$ cat src/rtl/ahb_arbiter.sv
`default_nettype none
// ============================================================================
// Module     : ahb_arbiter
// Description: Round-robin AHB bus arbiter for up to NUM_MST masters. Tracks
//              fixed-length bursts, locked transfers and SPLIT masking to
//              decide when bus ownership may change; drives the HMASTER and
//              DefaultMst selects of the downstream master/slave mux.
// Ports      : HCLK, HRST_N (async, active-low)
//              HBUSREQ/HLOCKX  per-master request / lock (bits >= NUM_MST ignored)
//              HREADY/HTRANS/HBURST/HRESP/HSPLIT  muxed bus feedback
//              HGRANT      one-hot grant, zero when the default master is granted
//              HMASTER     address-phase owner index
//              DefaultMst  address phase owned by the internal default master
//              HMASTLOCK   current address phase is locked
// Revision   : 1.0 - initial release
// ============================================================================
module ahb_arbiter #(
    parameter int NUM_MST = 4
) (
    input  logic        HCLK,
    input  logic        HRST_N,
    input  logic [15:0] HBUSREQ,
    input  logic [15:0] HLOCKX,
    input  logic        HREADY,
    input  logic [1:0]  HTRANS,
    input  logic [2:0]  HBURST,
    input  logic [1:0]  HRESP,
    input  logic [15:0] HSPLIT,
    output logic [15:0] HGRANT,
    output logic [3:0]  HMASTER,
    output logic        DefaultMst,
    output logic        HMASTLOCK
);

    localparam logic [1:0]  C_TRANS_NONSEQ = 2'b10;
    localparam logic [1:0]  C_TRANS_SEQ    = 2'b11;
    localparam logic [1:0]  C_RESP_OKAY    = 2'b00;
    localparam logic [1:0]  C_RESP_SPLIT   = 2'b11;
    // Bits of the 16-bit request vectors that belong to real masters.
    localparam logic [15:0] C_MST_VALID    = 16'((32'd1 << NUM_MST) - 32'd1);

    // ------------------------------------------------------------------------
    // State
    // ------------------------------------------------------------------------
    logic [4:0]  cnt_q,     cnt_d;      // beats remaining after the current one
    logic        gnt_vld_q, gnt_vld_d;  // a real master holds the grant
    logic [3:0]  gnt_idx_q, gnt_idx_d;  // index of the granted master
    logic [3:0]  mst_q,     mst_d;      // address-phase owner
    logic        dflt_q,    dflt_d;     // default master owns the address phase
    logic        mlock_q,   mlock_d;    // address phase is locked
    logic [15:0] mask_q,    mask_d;     // masters parked by a SPLIT response

    logic [15:0] w_elig;
    logic        w_lock_hold;
    logic        w_arb_ok;
    logic        w_rr_hit;
    logic [3:0]  w_rr_idx;
    logic [4:0]  w_cand;
    logic [4:0]  w_burst_load;
    logic [15:0] w_split_set;

    assign w_elig      = HBUSREQ & ~mask_q & C_MST_VALID;
    assign w_lock_hold = ~dflt_q & HLOCKX[mst_q];
    assign w_arb_ok    = (cnt_q == 5'd0) & ~w_lock_hold;

    // ------------------------------------------------------------------------
    // Beat counter: loaded with (beats-1) on the NONSEQ of a burst so that
    // arbitration stays frozen until the last beat has been accepted.
    // ------------------------------------------------------------------------
    always_comb begin
        case (HBURST)
            3'b010, 3'b011: w_burst_load = 5'd3;   // WRAP4 / INCR4
            3'b100, 3'b101: w_burst_load = 5'd7;   // WRAP8 / INCR8
            3'b110, 3'b111: w_burst_load = 5'd15;  // WRAP16 / INCR16
            default:        w_burst_load = 5'd0;   // SINGLE / INCR
        endcase
    end

    always_comb begin
        cnt_d = cnt_q;
        // Any non-OKAY response ends the burst early, even mid-wait-state.
        if (HRESP != C_RESP_OKAY) begin
            cnt_d = 5'd0;
        end else if (HREADY) begin
            if (HTRANS == C_TRANS_NONSEQ) begin
                cnt_d = w_burst_load;
            end else if ((HTRANS == C_TRANS_SEQ) && (cnt_q != 5'd0)) begin
                cnt_d = cnt_q - 5'd1;
            end
        end
    end

    // ------------------------------------------------------------------------
    // Round-robin search starting one past the current owner. The owner is
    // the last candidate visited, so a sole eligible owner keeps the bus.
    // ------------------------------------------------------------------------
    always_comb begin
        w_rr_hit = 1'b0;
        w_rr_idx = mst_q;
        w_cand   = 5'd0;
        for (int k = 1; k <= NUM_MST; k++) begin
            w_cand = {1'b0, mst_q} + 5'(k);
            if (w_cand >= 5'(NUM_MST)) begin
                w_cand = w_cand - 5'(NUM_MST);
            end
            if (!w_rr_hit && w_elig[w_cand[3:0]]) begin
                w_rr_hit = 1'b1;
                w_rr_idx = w_cand[3:0];
            end
        end
    end

    always_comb begin
        gnt_vld_d = gnt_vld_q;
        gnt_idx_d = gnt_idx_q;
        if (w_arb_ok) begin
            gnt_vld_d = w_rr_hit;
            if (w_rr_hit) begin
                gnt_idx_d = w_rr_idx;
            end
        end
    end

    // ------------------------------------------------------------------------
    // Ownership handover happens only when the current transfer completes.
    // HMASTER keeps its last value while the default master owns the bus so
    // the round-robin pointer is preserved.
    // ------------------------------------------------------------------------
    always_comb begin
        mst_d   = mst_q;
        dflt_d  = dflt_q;
        mlock_d = mlock_q;
        if (HREADY) begin
            if (gnt_vld_q) begin
                mst_d = gnt_idx_q;
            end
            dflt_d  = ~gnt_vld_q;
            mlock_d = gnt_vld_q & HLOCKX[gnt_idx_q];
        end
    end

    // ------------------------------------------------------------------------
    // SPLIT mask: set on the first (wait) cycle of the two-cycle SPLIT
    // response; a simultaneous resume for the same master loses to the set.
    // ------------------------------------------------------------------------
    always_comb begin
        w_split_set = 16'h0000;
        if ((HRESP == C_RESP_SPLIT) && !HREADY && !dflt_q) begin
            w_split_set = 16'h0001 << mst_q;
        end
    end

    assign mask_d = ((mask_q & ~HSPLIT) | w_split_set) & C_MST_VALID;

    always_ff @(posedge HCLK or negedge HRST_N) begin
        if (!HRST_N) begin
            cnt_q     <= 5'd0;
            gnt_vld_q <= 1'b0;
            gnt_idx_q <= 4'd0;
            mst_q     <= 4'd0;
            dflt_q    <= 1'b1;
            mlock_q   <= 1'b0;
            mask_q    <= 16'h0000;
        end else begin
            cnt_q     <= cnt_d;
            gnt_vld_q <= gnt_vld_d;
            gnt_idx_q <= gnt_idx_d;
            mst_q     <= mst_d;
            dflt_q    <= dflt_d;
            mlock_q   <= mlock_d;
            mask_q    <= mask_d;
        end
    end

    assign HGRANT     = gnt_vld_q ? (16'h0001 << gnt_idx_q) : 16'h0000;
    assign HMASTER    = mst_q;
    assign DefaultMst = dflt_q;
    assign HMASTLOCK  = mlock_q;

endmodule
`default_nettype wire

$ cat config.mk
export PLATFORM = sky130hd
export DESIGN_NAME = ahb_arbiter
export DESIGN_NICKNAME = d
export VERILOG_FILES = /design/src/rtl/ahb_arbiter.sv
export SDC_FILE = /design/constraint.sdc
export NUM_CORES = 1
export LEC_CHECK = 0
export ABC_CLOCK_PERIOD_IN_PS = 2410
export BUFFER_PORTS_ARGS = -buffer_cell sky130_fd_sc_hd__buf_2
export CAP_MARGIN = 15
export CORE_AREA = 2 2 59 83
export DETAILED_ROUTE_END_ITERATION = 16
export DIE_AREA = 0 0 61 85
export PLACE_DENSITY = 0.74
export SLEW_MARGIN = 20
export SYNTH_ARGS = -nofsm -noshare
export SYNTH_HDL_FRONTEND = slang
export SYNTH_SLANG_ARGS = --single-unit
$ cat constraint.sdc
create_clock -name HCLK -period 2.41 [get_ports HCLK]
set_clock_uncertainty 0.05 [all_clocks]
set_input_delay 0.482 -clock HCLK [delete_from_list [all_inputs] [get_ports HCLK]]
set_output_delay 0.482 -clock HCLK [all_outputs]
set_load 0.1 [all_outputs]
; ---- After elaboration in Yosys (flattened, before gate mapping)
; Index checks and enable logic that the tools add are counted.
[totals]
regBits = 20
out_inout_bits = 22
[op_classes]
addsub = 9
order_cmp = 10
eq_ne = 9
shift = 2
mux = 31
n_bitwise = 11
n_reduce_logical = 22
[op_table]
columns = cell, count
row1 = $mux W4, 9
row2 = $lt A4 B5 Y1 const B, 6
row3 = $bmux W1 S4, 6
row4 = $ge A5 B3 Y1 const B, 4
row5 = $mux W5, 4
row6 = $mux W16, 1
row7 = $shl A1 B4 Y16 const A, 1
row8 = $sub A4 B3 Y4 const B, 4
row9 = $eq A3 B3 Y1 const B, 4
row10 = $pmux W4 S3, 1
row11 = $add A4 B2 Y5 const B, 2
row12 = $mux W1, 10
row13 = $and A4 B4 Y4, 2
row14 = $not A4 Y4, 2
row15 = $eq A2 B2 Y1 const B, 3
row16 = $eq A3 B2 Y1 const B, 2
row17 = $logic_and A1 B1 Y1, 6
row18 = $reduce_and A2 Y1, 3
row19 = $reduce_or A2 Y1, 3
row20 = $add A4 B1 Y5 const B, 1
row21 = $add A4 B3 Y5 const B, 1
row22 = $logic_not A1 Y1, 5
row23 = $logic_not A5 Y1, 1
row24 = $reduce_bool A5 Y1, 1
row25 = other kinds (7), 12

; ---- Longest topological paths before layout
[logic_depth]
word_depth = 16
ltp_mapped = 11

; ---- Least setup slack after synthesis
; No wires, ideal clock.
[synth_timing]
path_type = flip-flop to output port
start = register gnt_idx_q[0]
end = output HGRANT[0]
t_arrival_ps = 3139
required_time_ps = 1878
path_slack_ps = -1261
path_stages_with_launch = 4
cell_sequence = dfrtp_1 clkbuf_1 or3b_2 nor3_1
[synth_via]
elab_chain_len = 2
[synth_rtl]
columns = element, line
row1 = "start, declared", 47  ; logic [3:0] gnt_idx_q, gnt_idx_d;
row2 = "start signal, assigned", 167  ; gnt_idx_q <= gnt_idx_d;
row3 = $shl A1 B4 Y16, 175  ; assign HGRANT = gnt_vld_q ? (16'h0001 << gnt_idx_q) : 16'h0000;
row4 = $mux W16, 175
row5 = "end, declared", 29  ; output logic [15:0] HGRANT,
; Every way passes these cells.

; ---- Final worst setup path
[layout_timing]
start = register mst_q[1] (netlist: HMASTER[1])
end = register gnt_idx_q[1]
[layout_via]
elab_chain_len = 16
elab_cells_between_ends = 44
cone_classes = add/sub: 8 / order compare: 4 / mux: 22 / bitwise: 3 / reduce/logical: 7
[layout_rtl]
columns = element, line
row1 = "start, declared", 48  ; logic [3:0] mst_q, mst_d;
row2 = "start signal, assigned", 168  ; mst_q <= mst_d;
row3 = $add A4 B1 Y5, 102  ; w_cand = {1'b0, mst_q} + 5'(k);
row4 = $sub A4 B3 Y4 or $ge A5 B3 Y1 (tied branches), "104, 103"
row5 = $mux W4, 103  ; if (w_cand >= 5'(NUM_MST)) begin
row6 = $bmux W1 S4, 106  ; if (!w_rr_hit && w_elig[w_cand[3:0]]) begin
row7 = $mux W1 (implied by the code), 106
row8 = $mux W1, 106
row9 = $logic_not A1 Y1, 106
row10 = $logic_and A1 B1 Y1, 106
row11 = $mux W1, 106
row12 = $logic_not A1 Y1, 106
row13 = $logic_and A1 B1 Y1, 106
row14 = $mux W1, 106
row15 = $logic_not A1 Y1, 106
row16 = $logic_and A1 B1 Y1, 106
row17 = $mux W1, 106
row18 = $reduce_and A2 Y1 (no line), n/a
; Parallel ways exist; a longest one is shown, timed or not. The select of a mux whose other input is x is not followed.
; A chain may end at the register's enable or synchronous reset.

==> out/results.txt <==
Largest net degree at the start of global routing - 21
Crit path buf inv count - 3
Sequential-to-total area share from yosys stat - 27.0%
Unrepaired setup endpoints after global routing - true
Die area - 5190 sq um
R2r worst-path depth - 12
FILL cells - 379
Critical path endpoint category - register
F_max - 412 MHz
Initial Util - 41.6%
Rows - 29
Slew headroom - 59.8%
Critical-path cell list - inv_4 -> ha_4 -> a21oi_4 -> xnor2_2 -> ha_4 -> inv_2 -> a32o_1 -> o211ai_1 -> buf_4 -> nor3b_4 -> o22ai_2 -> a22o_1
Synth cell types - 53
Pwr Density - 1170 nW/um^2
Drt drc - 0
Die X - 61 microns
Mapped cell area - 1860 sq um
Core Area - 4460 sq um
Post-layout util - 60.4%
Vias after detailed routing - 1780
Global Route Usage Sum - 20.1%
Initial DRT Pass Iterations - 4
Status - finished, violations left
Max-slew violations - 0
Vias in the first global route - 1845
Antenna violations before repair - 0
Longest Clk Path Bufs - 2
Leak - 0.00120 uW
Max_cap viols - 0
Worst reg2reg setup slack - -0.02 ns
Ys flop type - dfrtp_1
I/O Buffers - 54
Period utilization - 101%
Hpwl dp - 3710 microns
Multi-input gate area - 1490 sq um
Final non-filler cell total - 327
Clk root buf - clkbuf_8
Worst IR Drop VDD - 0.920 mV
Area Overhead vs Synth - 45.2%
Iteration-0 DRC Markers - 58
Failing checks - negative setup slack
Worst R2R Start - HMASTER[1]
Htree depth - 1
Number of synthesized flops with an enable pin - 0
DIE HEIGHT - 85 microns
Clock Latency Late Sink - 0.26 ns
Reg2reg end - gnt_idx_q[1]
# clock sinks - 20
Antenna diodes - 0
CP required - 2.50 ns
Fraction of registers with async set/reset - 100%
Critical-path maximum fanout - 4
Layout cell share with drive strength beyond 1 - 52.1%
Routed wire length - 5090 microns
Routability cong. - 0.794
Critical Path AT - 2.52 ns
Placed Cells - 315
Final worst setup slack - -0.0198 ns
Post-route ant nets - 0
DR vias/cell - 5.44
CP endpoint - gnt_idx_q[1]
Register area - 515 sq um
Post-synthesis cell count - 195
Fin. Hold Viols - 0
Most common cell on crit path - ha_4
Crit path max-delay family - compound AO/OA/AOI/OAI gates
Grt ovf - 0
Area after DPL - 2390 sq um
First-pass GRT wire length - 8110 microns
Critical path depth - 12
Io pins - 80
Slowest cell on the critical path - dfrtp_4
Final setup fails - 1
Power Total - 3150 uW
CP Launch Type - register
Worst Setup Path Type - reg2reg
Clk slew on worst S/H paths - 0.08 ns
Min Clock Period, post-route - 2.43 ns
Num CTS Buffers - 3
Yosys warning count - 0
Slowest stage delay, CP - 0.52 ns
Worst Hold Class - in2async
TritonCTS clock tree - yes
Cell area after layout - 2700 sq um
Worst Max-Slew Pin Slew - 0.603 ns
Final net count - 338
DR WL/cell - 15.6 microns
FF+latch count, synth - 20
Syn_nets - 267
Syn avg cell area - 9.52 sq um
CP startpoint - HMASTER[1]
## kinds of logic after synthesis
group	after synthesis	share of synthesized area, %
mux	20	19.3
simple gates	76	21.2
buf+inv	21	5.39
fa+ha+maj	14	9.43
xor+xnor	7	3.30
compound gates	37	14.4
flops	20	27.0
## synth_stat cells (4+ instances only)
library cell	n	area (sq um)
dfrtp_1	19	475
nor2_1	19	71.3
nand2_1	16	60.1
ha_1	14	175
nor3_1	11	55.1
inv_1	10	37.5
mux4_2	8	180
nand2b_1	8	50.1
mux2_2	6	67.6
a21oi_1	5	25.0
o21ai_0	5	25.0
xnor2_1	5	43.8
nand3b_1	4	30.0
## power by group
part | switching (uW) | internal, uW | total, uW
Combinational | 1270 | 1040 | 2310
Sequential | 166 | 419 | 585
Clock | 110 | 145 | 255
## final cells by class
type                    count  share of cell area [%]
flip-flops and latches     20                    19.1
repair buffers             74                    18.6
well taps                  62                    2.88
clock buffers               4                    2.04
inverters                  13                    2.09
multi-input cells         154                    55.3
## metal layers
metal / vias to the layer above / part of all wire, % / track usage (%)
li1: 864 / - / -
met1: 885 / 38 / 22.8
met2: 25 / 59 / 38.4
met3: 6 / 1.4 / 1.07
met4: 0 / 1.4 / 5.73
met5: - / 0 / 0
## flip-flops by register name, summed over array words and instances (netlist names)
register / flops
cnt_q: 5
gnt_idx_q: 4
HMASTLOCK: 1
DefaultMst: 1
mask_q: 4
HMASTER: 4
gnt_vld_q: 1
## what timing repair did
item	in CTS	in global routing
resized for setup	5	27
hold buffers	0	0
endpoints found under the setup margin	2	14
pin swaps	7	13
buffers inserted	4	4
## metrics by stage
stage	hold WS, ns	setup TNS (ns)	setup WS (ns)
after CTS	0.134	0	0.000136
after global placement	0.397	-0.0333	-0.0333
after floorplan	0.136	-2.58	-0.288
final	0.122	-0.0198	-0.0198
after global routing	0.154	-0.455	-0.137
after detailed placement	0.411	-0.0550	-0.0550
## cells in the final DEF, fill, tap and decap left out, drive strengths merged, types with 2 or more instances in the layout
cell type   n
a211oi      2
clkbuf      4
nand2      16
mux2i       2
nor4        2
xnor2       5
buf        74
a21oi       6
nor2       19
nand3       3
a32o        3
inv        13
a31oi       2
a211o       2
mux2        7
mux4       11
nand3b      4
and2        2
nor3       12
a22o        2
nand2b      8
o22ai       3
o211ai      2
ha         14
dfrtp      19
nor3b       4
xor2        2
o21ai       6
## how the worst min path moves through the flow
stage,depth (start not counted),end,start
floorplan,0,HMASTER[3],HRST_N
global placement,1,cnt_q[0],HRST_N
detailed placement,1,mask_q[3],HRST_N
CTS,1,mask_q[3],HRST_N
global route,1,cnt_q[4],HRST_N
finish,1,cnt_q[0],HRST_N
No activity file was read; power rests on OpenSTA's default activity.
